[src/rtl/dig_core_pkg.sv]
// Shared definitions for the waveform-generator digital core.
// Contents: command opcodes, the error response byte, the default register-file depth,
// and the state encodings used by the frame parser and the UART PHY.
package dig_core_pkg;

  localparam logic [7:0] OP_WRITE = 8'hA1;
  localparam logic [7:0] OP_READ  = 8'hA2;
  localparam logic [7:0] RESP_ERR = 8'hEE;

  localparam int unsigned NUM_REGS_DFLT = 4;

  typedef enum logic [2:0] {
    StIdle,
    StGotCmd,
    StGotAddr,
    StExec,
    StResp
  } parser_state_e;

  typedef enum logic [1:0] {
    RxIdle,
    RxStart,
    RxData,
    RxStop
  } rx_state_e;

  typedef enum logic {
    TxIdle,
    TxRun
  } tx_state_e;

endpackage

[src/rtl/dig_core_uart_phy.sv]
// 16x-oversampled 8N1 UART receiver and transmitter.
// Ports:
//   clk_i       system clock
//   rst_ni      asynchronous active-low reset (already synchronised on release)
//   rx_i        serial input, idle high (double-flopped here)
//   tx_start_i  one-cycle request to send tx_data_i (ignored while tx_busy_o)
//   tx_data_i   byte to send
//   tx_o        serial output, idle high
//   tx_busy_o   transmitter is shifting a frame
//   rx_valid_o  one-cycle pulse in the cycle the stop bit is sampled high
//   rx_data_o   last received byte, valid with rx_valid_o
module dig_core_uart_phy
  import dig_core_pkg::*;
#(
  parameter logic [15:0] DIVISOR = 16'd326
) (
  input  logic       clk_i,
  input  logic       rst_ni,
  input  logic       rx_i,
  input  logic       tx_start_i,
  input  logic [7:0] tx_data_i,
  output logic       tx_o,
  output logic       tx_busy_o,
  output logic       rx_valid_o,
  output logic [7:0] rx_data_o
);

  // ---------------- receiver ----------------
  logic        rx_meta_q, rx_sync_q;
  rx_state_e   rx_state_q, rx_state_d;
  logic [15:0] rx_div_q, rx_div_d;
  logic [3:0]  rx_tick_q, rx_tick_d;
  logic [2:0]  rx_bit_q, rx_bit_d;
  logic [7:0]  rx_shift_q, rx_shift_d;
  logic        rx_tick;

  assign rx_tick = (rx_div_q == DIVISOR - 16'd1);

  always_comb begin
    rx_state_d = rx_state_q;
    rx_div_d   = rx_tick ? 16'd0 : rx_div_q + 16'd1;
    rx_tick_d  = rx_tick ? rx_tick_q + 4'd1 : rx_tick_q;
    rx_bit_d   = rx_bit_q;
    rx_shift_d = rx_shift_q;
    rx_valid_o = 1'b0;
    unique case (rx_state_q)
      RxIdle: begin
        // Oversample phase is restarted on every falling edge.
        rx_div_d  = 16'd0;
        rx_tick_d = 4'd0;
        if (!rx_sync_q) rx_state_d = RxStart;
      end
      RxStart: begin
        if (rx_tick && rx_tick_q == 4'd7) begin
          rx_tick_d = 4'd0;
          rx_bit_d  = 3'd0;
          // A start bit that is high again at mid-bit was a glitch.
          rx_state_d = rx_sync_q ? RxIdle : RxData;
        end
      end
      RxData: begin
        if (rx_tick && rx_tick_q == 4'd15) begin
          rx_shift_d = {rx_sync_q, rx_shift_q[7:1]};
          if (rx_bit_q == 3'd7) rx_state_d = RxStop;
          else rx_bit_d = rx_bit_q + 3'd1;
        end
      end
      RxStop: begin
        if (rx_tick && rx_tick_q == 4'd15) begin
          rx_valid_o = rx_sync_q;
          rx_state_d = RxIdle;
        end
      end
      default: rx_state_d = RxIdle;
    endcase
  end

  always_ff @(posedge clk_i or negedge rst_ni) begin
    if (!rst_ni) begin
      rx_meta_q  <= 1'b1;
      rx_sync_q  <= 1'b1;
      rx_state_q <= RxIdle;
      rx_div_q   <= '0;
      rx_tick_q  <= '0;
      rx_bit_q   <= '0;
      rx_shift_q <= '0;
    end else begin
      rx_meta_q  <= rx_i;
      rx_sync_q  <= rx_meta_q;
      rx_state_q <= rx_state_d;
      rx_div_q   <= rx_div_d;
      rx_tick_q  <= rx_tick_d;
      rx_bit_q   <= rx_bit_d;
      rx_shift_q <= rx_shift_d;
    end
  end

  assign rx_data_o = rx_shift_q;

  // ---------------- transmitter ----------------
  tx_state_e   tx_state_q, tx_state_d;
  logic [15:0] tx_div_q, tx_div_d;
  logic [3:0]  tx_tick_q, tx_tick_d;
  logic [3:0]  tx_bit_q, tx_bit_d;
  logic [8:0]  tx_shift_q, tx_shift_d;
  logic        tx_q, tx_d;
  logic        tx_tick;

  assign tx_tick = (tx_div_q == DIVISOR - 16'd1);

  always_comb begin
    tx_state_d = tx_state_q;
    tx_div_d   = tx_tick ? 16'd0 : tx_div_q + 16'd1;
    tx_tick_d  = tx_tick ? tx_tick_q + 4'd1 : tx_tick_q;
    tx_bit_d   = tx_bit_q;
    tx_shift_d = tx_shift_q;
    tx_d       = tx_q;
    unique case (tx_state_q)
      TxIdle: begin
        tx_d     = 1'b1;
        tx_div_d = 16'd0;
        if (tx_start_i) begin
          // Divider restarts here so the start bit is not delayed by an old phase.
          tx_shift_d = {1'b1, tx_data_i};
          tx_d       = 1'b0;
          tx_tick_d  = 4'd0;
          tx_bit_d   = 4'd0;
          tx_state_d = TxRun;
        end
      end
      TxRun: begin
        // tx_bit_q: 0 start, 1..8 data, 9 stop.
        if (tx_tick && tx_tick_q == 4'd15) begin
          if (tx_bit_q == 4'd9) begin
            tx_d       = 1'b1;
            tx_state_d = TxIdle;
          end else begin
            tx_d       = tx_shift_q[0];
            tx_shift_d = {1'b1, tx_shift_q[8:1]};
            tx_bit_d   = tx_bit_q + 4'd1;
          end
        end
      end
      default: tx_state_d = TxIdle;
    endcase
  end

  always_ff @(posedge clk_i or negedge rst_ni) begin
    if (!rst_ni) begin
      tx_state_q <= TxIdle;
      tx_div_q   <= '0;
      tx_tick_q  <= '0;
      tx_bit_q   <= '0;
      tx_shift_q <= '1;
      tx_q       <= 1'b1;
    end else begin
      tx_state_q <= tx_state_d;
      tx_div_q   <= tx_div_d;
      tx_tick_q  <= tx_tick_d;
      tx_bit_q   <= tx_bit_d;
      tx_shift_q <= tx_shift_d;
      tx_q       <= tx_d;
    end
  end

  assign tx_o      = tx_q;
  assign tx_busy_o = (tx_state_q == TxRun);

endmodule

[src/rtl/dig_core_uart.sv]
// Digital core of the waveform generator: 3-byte command frames (CMD, ADDR, DATA) arrive
// over an 8N1 UART, act on a small 8-bit register file, and one response byte is returned
// per valid frame. CMD 8'hA1 writes, 8'hA2 reads; out-of-range ADDR answers 8'hEE.
// Ports:
//   clk        system clock
//   rst_raw_n  asynchronous active-low reset; release is synchronised internally
//   rx_i       UART serial input, idle high
//   tx_o       UART serial output, idle high
//   debug_o    current value of register 0
// Build option: define DIG_CORE_TIMEOUT_EN to abandon a partial frame after TIMEOUT_CYC
// clock cycles without a new byte; otherwise the parser waits indefinitely.
module dig_core_uart
  import dig_core_pkg::*;
#(
  parameter logic [15:0] DIVISOR  = 16'd326,
  parameter int unsigned NUM_REGS = NUM_REGS_DFLT
`ifdef DIG_CORE_TIMEOUT_EN
  ,
  parameter logic [19:0] TIMEOUT_CYC = 20'd200000
`endif
) (
  input  logic       clk,
  input  logic       rst_raw_n,
  input  logic       rx_i,
  output logic       tx_o,
  output logic [7:0] debug_o
);

  localparam int unsigned AW = (NUM_REGS > 1) ? $clog2(NUM_REGS) : 1;
  localparam logic [8:0] NumRegsW = 9'(NUM_REGS);

  // Reset asserts asynchronously, releases two clocks after rst_raw_n rises.
  logic [1:0] rst_sync_q;
  logic       rst_n;

  always_ff @(posedge clk or negedge rst_raw_n) begin
    if (!rst_raw_n) rst_sync_q <= 2'b00;
    else rst_sync_q <= {rst_sync_q[0], 1'b1};
  end

  assign rst_n = rst_sync_q[1];

  logic       rx_valid, tx_start, tx_busy;
  logic [7:0] rx_data;
  logic [7:0] resp_q, resp_d;

  dig_core_uart_phy #(
    .DIVISOR(DIVISOR)
  ) u_phy (
    .clk_i     (clk),
    .rst_ni    (rst_n),
    .rx_i      (rx_i),
    .tx_start_i(tx_start),
    .tx_data_i (resp_q),
    .tx_o      (tx_o),
    .tx_busy_o (tx_busy),
    .rx_valid_o(rx_valid),
    .rx_data_o (rx_data)
  );

  parser_state_e state_q, state_d;
  logic [7:0]    cmd_q, addr_q, data_q;
  logic [7:0]    regs_q [NUM_REGS];
  logic [AW-1:0] addr_idx;
  logic          addr_ok, is_op, is_write, wr_en, timeout;

  assign is_op    = rx_valid && (rx_data == OP_WRITE || rx_data == OP_READ);
  assign is_write = (cmd_q == OP_WRITE);
  assign addr_idx = addr_q[AW-1:0];
  assign addr_ok  = ({1'b0, addr_q} < NumRegsW);
  assign wr_en    = (state_q == StExec) && addr_ok && is_write;

`ifdef DIG_CORE_TIMEOUT_EN
  logic [19:0] to_q, to_d;
  logic        waiting;

  assign waiting = (state_q == StGotCmd) || (state_q == StGotAddr);

  always_comb begin
    to_d = 20'd0;
    if (waiting) to_d = rx_valid ? 20'd0 : to_q + 20'd1;
  end

  always_ff @(posedge clk or negedge rst_n) begin
    if (!rst_n) to_q <= '0;
    else to_q <= to_d;
  end

  assign timeout = waiting && (to_q == TIMEOUT_CYC - 20'd1);
`else
  assign timeout = 1'b0;
`endif

  always_comb begin
    state_d  = state_q;
    tx_start = 1'b0;
    unique case (state_q)
      StIdle:    if (is_op) state_d = StGotCmd;
      StGotCmd: begin
        if (rx_valid) state_d = StGotAddr;
        else if (timeout) state_d = StIdle;
      end
      StGotAddr: begin
        if (rx_valid) state_d = StExec;
        else if (timeout) state_d = StIdle;
      end
      StExec:    state_d = StResp;
      StResp: begin
        if (!tx_busy) begin
          tx_start = 1'b1;
          state_d  = StIdle;
        end
      end
      default:   state_d = StIdle;
    endcase
  end

  always_ff @(posedge clk or negedge rst_n) begin
    if (!rst_n) state_q <= StIdle;
    else state_q <= state_d;
  end

  always_comb begin
    resp_d = RESP_ERR;
    if (addr_ok) resp_d = is_write ? data_q : regs_q[addr_idx];
  end

  always_ff @(posedge clk or negedge rst_n) begin
    if (!rst_n) begin
      cmd_q  <= '0;
      addr_q <= '0;
      data_q <= '0;
      resp_q <= '0;
      for (int i = 0; i < int'(NUM_REGS); i++) regs_q[i] <= '0;
    end else begin
      if (state_q == StIdle && is_op) cmd_q <= rx_data;
      if (state_q == StGotCmd && rx_valid) addr_q <= rx_data;
      if (state_q == StGotAddr && rx_valid) data_q <= rx_data;
      if (state_q == StExec) resp_q <= resp_d;
      if (wr_en) regs_q[addr_idx] <= data_q;
    end
  end

  assign debug_o = regs_q[0];

endmodule

[config.mk]
export PLATFORM = sky130hd
export DESIGN_NAME = dig_core_uart
export DESIGN_NICKNAME = d
export VERILOG_FILES = /design/src/rtl/dig_core_pkg.sv /design/src/rtl/dig_core_uart_phy.sv /design/src/rtl/dig_core_uart.sv
export SDC_FILE = /design/constraint.sdc
export NUM_CORES = 1
export LEC_CHECK = 0
export BUFFER_PORTS_ARGS = -buffer_cell sky130_fd_sc_hd__buf_2
export CORE_ASPECT_RATIO = 1.75
export CORE_MARGIN = 4
export CORE_UTILIZATION = 25
export DETAILED_ROUTE_END_ITERATION = 6
export GPL_TIMING_DRIVEN = 1
export PLACE_DENSITY = 0.41
export SLEW_MARGIN = 5
export SYNTH_ARGS = -nofsm -noshare
export SYNTH_HDL_FRONTEND = slang
export SYNTH_HIERARCHICAL = 1
export SYNTH_SLANG_ARGS = --single-unit
[constraint.sdc]
create_clock -name clk -period 4.1 [get_ports clk]
set_clock_uncertainty 0.2 [all_clocks]
set_input_delay 0.615 -clock clk [delete_from_list [all_inputs] [get_ports clk]]
set_output_delay 0.615 -clock clk [all_outputs]
set_load 0.05 [all_outputs]
# --- Yosys cells after proc, flatten, opt, wreduce, memory -nomap -nowiden ---
# Index checks and enable logic that the tools add are counted.
classes:
  n_addsub: 6
  eq_ne: 30
  n_lt_le_gt_ge: 3
  n_reduce_logical: 19
  mux: 54
  n_bitwise: 2
ops:
  columns: ["cell", "count"]
  rows:
  - ["two-way mux 16 bit", 4]
  - ["two-way mux 8 bit", 5]
  - ["adder 16 x 1 -> 16 bit (second input constant)", 2]
  - ["bitwise mux 32 bit", 1]
  - ["equality test 16 x 9 -> 1 bit (second input constant)", 2]
  - ["two-way mux 4 bit", 8]
  - ["two-way mux 9 bit", 3]
  - ["equality test 8 bit (second input constant)", 3]
  - ["two-way mux 3 bit", 7]
  - ["!= test 2 bit (second input constant)", 9]
  - ["one-hot mux 9 bit (2 select lines)", 1]
  - ["binary-select mux 8 bit (select 2 bit)", 1]
  - ["demux 8 bit (select 2 bit)", 1]
  - ["one-hot mux 4 bit (2 select lines)", 2]
  - ["one-hot mux 3 bit (5 select lines)", 1]
  - ["adder 4 x 1 -> 4 bit (second input constant)", 3]
  - ["equality test 4 bit (second input constant)", 3]
  - ["two-way mux 2 bit", 6]
  - ["logical AND 1 bit", 10]
  - ["two-way mux 1 bit", 10]
  - ["less-than comparator 8 x 3 -> 1 bit (second input constant)", 1]
  - ["!= test 2 x 1 -> 1 bit (second input constant)", 4]
  - ["one-hot mux 2 bit (4 select lines)", 1]
  - ["AND reduction 4 bit", 2]
  - ["other kinds (20)", 24]
totals:
  regBits: 139
  output_inout_bits: 9
  input_bits: 3

# --- Logic depth before layout (Yosys ltp) ---
depth:
  ltp_word: 7
  ltp_mapped: 12
  ltp_nobuf: 10

# --- Modules after synthesis ---
# The synthesis kept the hierarchy.
by_module_without_submodules:
  columns: ["mod", "instances", "area_each_um2", "cells_per_inst"]
  rows:
  - ["dig_core_uart_phy", 1, 3388.2, 314]
  - ["dig_core_uart", 1, 3088.0, 209]

# --- Least setup slack after synthesis ---
# Ideal clock, no wire load.
synth_path:
  kind: "reg2reg"
  start: "register u_phy.rx_div_q[1]"
  end: "register cmd_q[0]"
  stages_incl_launch_ff: 13
  arrival_time_ps: 2812
  synth_period_minus_slack_ps: 3137
  setup_slack_ps: 963
  cell_sequence: "dfrtp_1 inv_1 ha_1 nor3b_1 nand4_2 or2_1 buf_6 nor3_1 nor4bb_1 nand4_1 or4_1 clkbuf_1 mux2_2"
synth_between:
  elab_chain_cells: 6
synth_lines:
  columns: ["item", "line_no", "source"]
  rows:
  - ["from (decl)", "dig_core_uart_phy.sv:31", "logic [15:0] rx_div_q, rx_div_d;"]
  - ["from (signal assigned)", "dig_core_uart_phy.sv:91", "rx_div_q <= rx_div_d;"]
  - ["equality test 16 x 9 -> 1 bit", "dig_core_uart_phy.sv:37", "assign rx_tick = (rx_div_q == DIVISOR - 16'd1);"]
  - ["logical AND 1 bit", "dig_core_uart_phy.sv:69", "if (rx_tick && rx_tick_q == 4'd15) begin"]
  - ["two-way mux 1 bit", "dig_core_uart_phy.sv:69", null]
  - ["two-way mux 1 bit", "dig_core_uart_phy.sv:46", "unique case (rx_state_q)"]
  - ["via rx_valid", "dig_core_uart.sv:43", "logic rx_valid, tx_start, tx_busy;"]
  - ["logical AND 1 bit", "dig_core_uart.sv:67", "assign is_op = rx_valid && (rx_data == OP_WRITE || rx_data == OP_READ);"]
  - ["logical AND 1 bit", "dig_core_uart.sv:136", "if (state_q == StIdle && is_op) cmd_q <= rx_data;"]
  - ["to (signal assigned)", "dig_core_uart.sv:136", null]
  - ["to (decl)", "dig_core_uart.sv:62", "logic [7:0] cmd_q, addr_q, data_q;"]
# The timed path passes the listed nets, and every way through them passes these cells.
# A chain may end at the register's enable or synchronous reset.

# --- Worst setup path after layout ---
layout_path:
  start: "register u_phy.rx_div_q[1]"
  end: "register cmd_q[1]"
# The elaborated chain is that of the path after synthesis.

==> impl_metrics.csv <==
group,metric,value,unit
finish,drive_gt1_share,28.1,%
global_route,grt-ovfl-total,0,
synth,synth_fp_nets,536,
clock_tree,ctsResizeCount,0,
place,port_buffers,11,
pwr,p_leak,3.34,nW
timing,maxSlewViolCount,0,
synth,synth_edf_count,0,
synth,yosys-top-cells-area,"dfrtp_1 (49%), mux2_2 (8.9%), dfstp_2 (4.5%)",
die,core,25400,sq um
timing,period_share,84.1,%
global_route,grt_pass1_wl,23.0,mm
synth,synth.avg_cell_area,12.4,sq um
routing,dr.pass1.iters,4,
synth,synth_fa_ha_area_share,1.93,%
clock_tree,clkTransAtPathRegs,60,ps
synth,synth_top_area_cell,"dfrtp_1",
worst_hold_path,hold_depth,1,
timing,tns,0,ps
synth,ys_types,61,
global_route,grt_usage,10.3,%
global_route,grt_max_degree,77,
synth,synthCells,523,
synth,synthSimpleGateAreaFrac,15.7,%
global_route,antenna_found_initial,0,
timing,finalHoldViolations,0,
finish,fillers,2626,
place,gp_congestion,0.729,
pwr,irDropWorstVdd,283,uV
clock_tree,cts.sinks,138,
routing,drtIter0Drc,181,
timing,fin_crit,3450,ps
critical_path,slowest_stage,"or4_1",
clock_tree,hold_buffers,1,
synth,async_reset_ff_share,100,%
timing,rsz0062_at_grt,"no",
pwr,power_density,429,nW/um^2
routing,ant_nets,0,
synth,synth_top_family_by_area,"simple AND/OR/NAND/NOR gates",
routing,avgRoutedWirePerCell,15.9,microns
timing,timing.hold.ws,94.4,ps
critical_path,rr_startpoint,"u_phy/rx_div_q[1]$_DFF_PN0_",
die,dieWidth,130,microns
worst_hold_path,hold_path.class,"in2reg",
clock_tree,htree_levels,4,
die,die_area,28600,sq um
routing,drc,0,
synth,synth.area.mux_share,14.9,%
routing,wirelength,13.7,mm
clock_tree,cts_buffers,17,
finish,multi_input_area,2790,sq um
finish,layout.nets,545,
critical_path,crit_buf_inv,1,
synth,ys_ff_latch,138,
die,dieHeight,221,microns
synth,yosysWarnings,6,
clock_tree,cts_buffer_depth,2,
place,dp_hpwl,9.46,mm
critical_path,cp-end-kind,"flip-flop",
critical_path,crit_type,"reg2reg",
finish,area_growth,15.2,%
critical_path,cp-startpoint,"u_phy/rx_div_q[1]$_DFF_PN0_",
clock_tree,clkLatencyLatePin,420,ps
finish,regArea,3470,sq um
critical_path,critPathRequiredTime,4200,ps
critical_path,cpPeakStageDelay,560,ps
finish,antenna_cells,0,
critical_path,crit_arrival,3550,ps
synth,synth_compound_area_share,5.76,%
critical_path,reg2regPathDepth,10,
critical_path,path_cells,"inv_1, ha_1, nor3b_1, nand4_2, or2_1, nor3_1, nor4bb_1, nand4_1, or4_1, mux2_2",
critical_path,crit_family,"simple AND/OR/NAND/NOR gates",
finish,fin_util,29.3,%
clock_tree,cts_tree,"done",
die,io_pins,12,
synth,synth_top_flop_cell,"dfrtp_1",
critical_path,ff2ff_setup_slack,650,ps
die,rows,77,
routing,routed_via_density,4.62,
clock_tree,root_buffer,"clkbuf_16",
timing,clock.fmax,0.290,GHz
critical_path,path_max_fanout,8,
synth,synth_area,6480,sq um
timing,max_slew_margin,25.4,%
critical_path,start_kind,"flip-flop",
routing,via_count,3980,
die,start_util,25.5,%
timing,worst_pin_slew,1110,ps
synth,seq_area_frac_synth,53.5,%
run,drv_cap,0,
timing,finalSetupViolCount,0,
worst_hold_path,min_to,"u_phy/rx_meta_q$_DFF_PN1_",
worst_hold_path,worstHoldStart,"rx_i",
global_route,grt_pass1_vias,4286,
status,status,"finished clean",
critical_path,reg2reg_to,"cmd_q[1]$_DFFE_PN0P_",
synth,yosys.area_share.xor_xnor,4.73,%
synth,synth_top_area_share,49.1,%
clock_tree,postCtsSetupBuffers,0,
synth_stat cells, types with 2 or more instances:
master / instances
a211oi_1: 2
a21oi_1: 15
a22o_1: 4
a31oi_1: 2
a32oi_1: 2
and2_1: 4
and3_1: 5
and4bb_2: 2
buf_2: 5
buf_4: 9
buf_6: 3
clkbuf_1: 8
dfrtp_1: 127
dfstp_2: 11
ha_1: 10
inv_1: 12
mux2_2: 51
mux2_4: 8
mux2i_1: 9
mux4_2: 8
nand2_1: 24
nand2b_1: 4
nand3_1: 18
nand4_1: 6
nand4_2: 2
nand4b_1: 2
nor2_1: 64
nor2b_1: 3
nor3_1: 6
nor3b_1: 2
nor4_4: 3
nor4b_2: 5
o21ai_0: 10
o221a_2: 7
o22a_1: 7
or3_1: 5
xnor2_1: 13
xor2_1: 22
placed cells by master, fill, tap and decap left out, drive strengths merged, types with 8 or more instances in the layout:
cell	netlist	layout
a21oi	15	15
buf	18	16
clkbuf	9	19
dfrtp	127	127
dfstp	11	11
ha	10	10
inv	12	14
mux2	59	59
mux2i	9	9
mux4	8	8
nand2	24	24
nand3	18	18
nand4	9	9
nor2	64	64
nor3	8	8
o21ai	11	11
xnor2	13	13
xor2	22	22
layout make-up:
class | count | area share [%]
timing repair buffer | 17 | 1.54
inverter | 12 | 0.604
tap | 316 | 5.30
multi-input combinational | 346 | 37.4
clock buffer | 19 | 6.07
sequential | 138 | 46.5
clock inverter | 13 | 2.57
state kept, by name, indices dropped and copies added (netlist names), named ones only:
register / count
regs_q: 24
u_phy/rx_div_q: 16
u_phy/tx_div_q: 16
addr_q: 8
cmd_q: 8
data_q: 8
debug_o: 8
resp_q: 8
u_phy/rx_data_o: 8
u_phy/tx_shift_q: 8
u_phy/rx_tick_q: 4
u_phy/tx_bit_q: 4
u_phy/tx_tick_q: 4
state_q: 3
u_phy/rx_bit_q: 3
rst_sync_q: 2
u_phy/rx_meta_q: 1
u_phy/rx_state_q: 1
u_phy/rx_sync_q: 1
u_phy/tx_busy_o: 1
u_phy/tx_o: 1
how the worst max path moves through the flow:
stage | to | slack (ps) | cells after the start
after detailed placement | cmd_q[1]$_DFFE_PN0P_ | 680 | 10
final | cmd_q[1]$_DFFE_PN0P_ | 650 | 10
after global routing | cmd_q[0]$_DFFE_PN0P_ | 330 | 10
after global placement | cmd_q[0]$_DFFE_PN0P_ | 740 | 10
after CTS | cmd_q[1]$_DFFE_PN0P_ | 630 | 10
after floorplan | cmd_q[0]$_DFFE_PN0P_ | 960 | 12
worst reg2reg max path: cells and delay by family, from the launching register on:
family / cells / cell delay, ps
multiplexers: 1 / 320
flip-flops: 1 / 400
buffers and inverters: 1 / 60
AND/OR/NAND/NOR: 7 / 2190
adder cells (fa/ha/maj): 1 / 130
metal layers:
metal	global-route usage [%]	share of wire [%]
met4	4.40	2.4
met5	0	0
met1	10.9	39
met2	18.9	57
met3	2.41	2.0
where the power goes:
| part | leakage, nW | internal (mW) | switching, mW | total [mW] |
|---|---|---|---|---|
| Clock | 0.306 | 1.06 | 0.614 | 1.67 |
| Sequential | 1.87 | 1.39 | 0.0473 | 1.44 |
| Combinational | 1.16 | 0.0429 | 0.0514 | 0.0943 |
| Total | 3.34 | 2.49 | 0.712 | 3.20 |
kinds of logic (layout without fill, tap and decap cells):
family | after synthesis | in the layout
buffers and inverters | 39 | 61
adder cells (fa/ha/maj) | 10 | 10
flip-flops | 138 | 138
other | 1 | 1
AND/OR/NAND/NOR | 171 | 171
multiplexers | 76 | 76
XOR/XNOR | 35 | 35
AO/OA/AOI/OAI | 53 | 53
per-stage QoR:
step           std cells  setup slack (ps)  instance area, sq um  power, mW
6_report             861               650                  7460       3.20
3_3_place_gp         828               739                  6810       1.56
2_1_floorplan        523               963                  6480       1.53
3_5_place_dp         828               675                  6810       1.56
5_1_grt              861               325                  7460       3.34
4_1_cts              861               633                  7460       3.26
No activity file was read; power rests on OpenSTA's default activity.
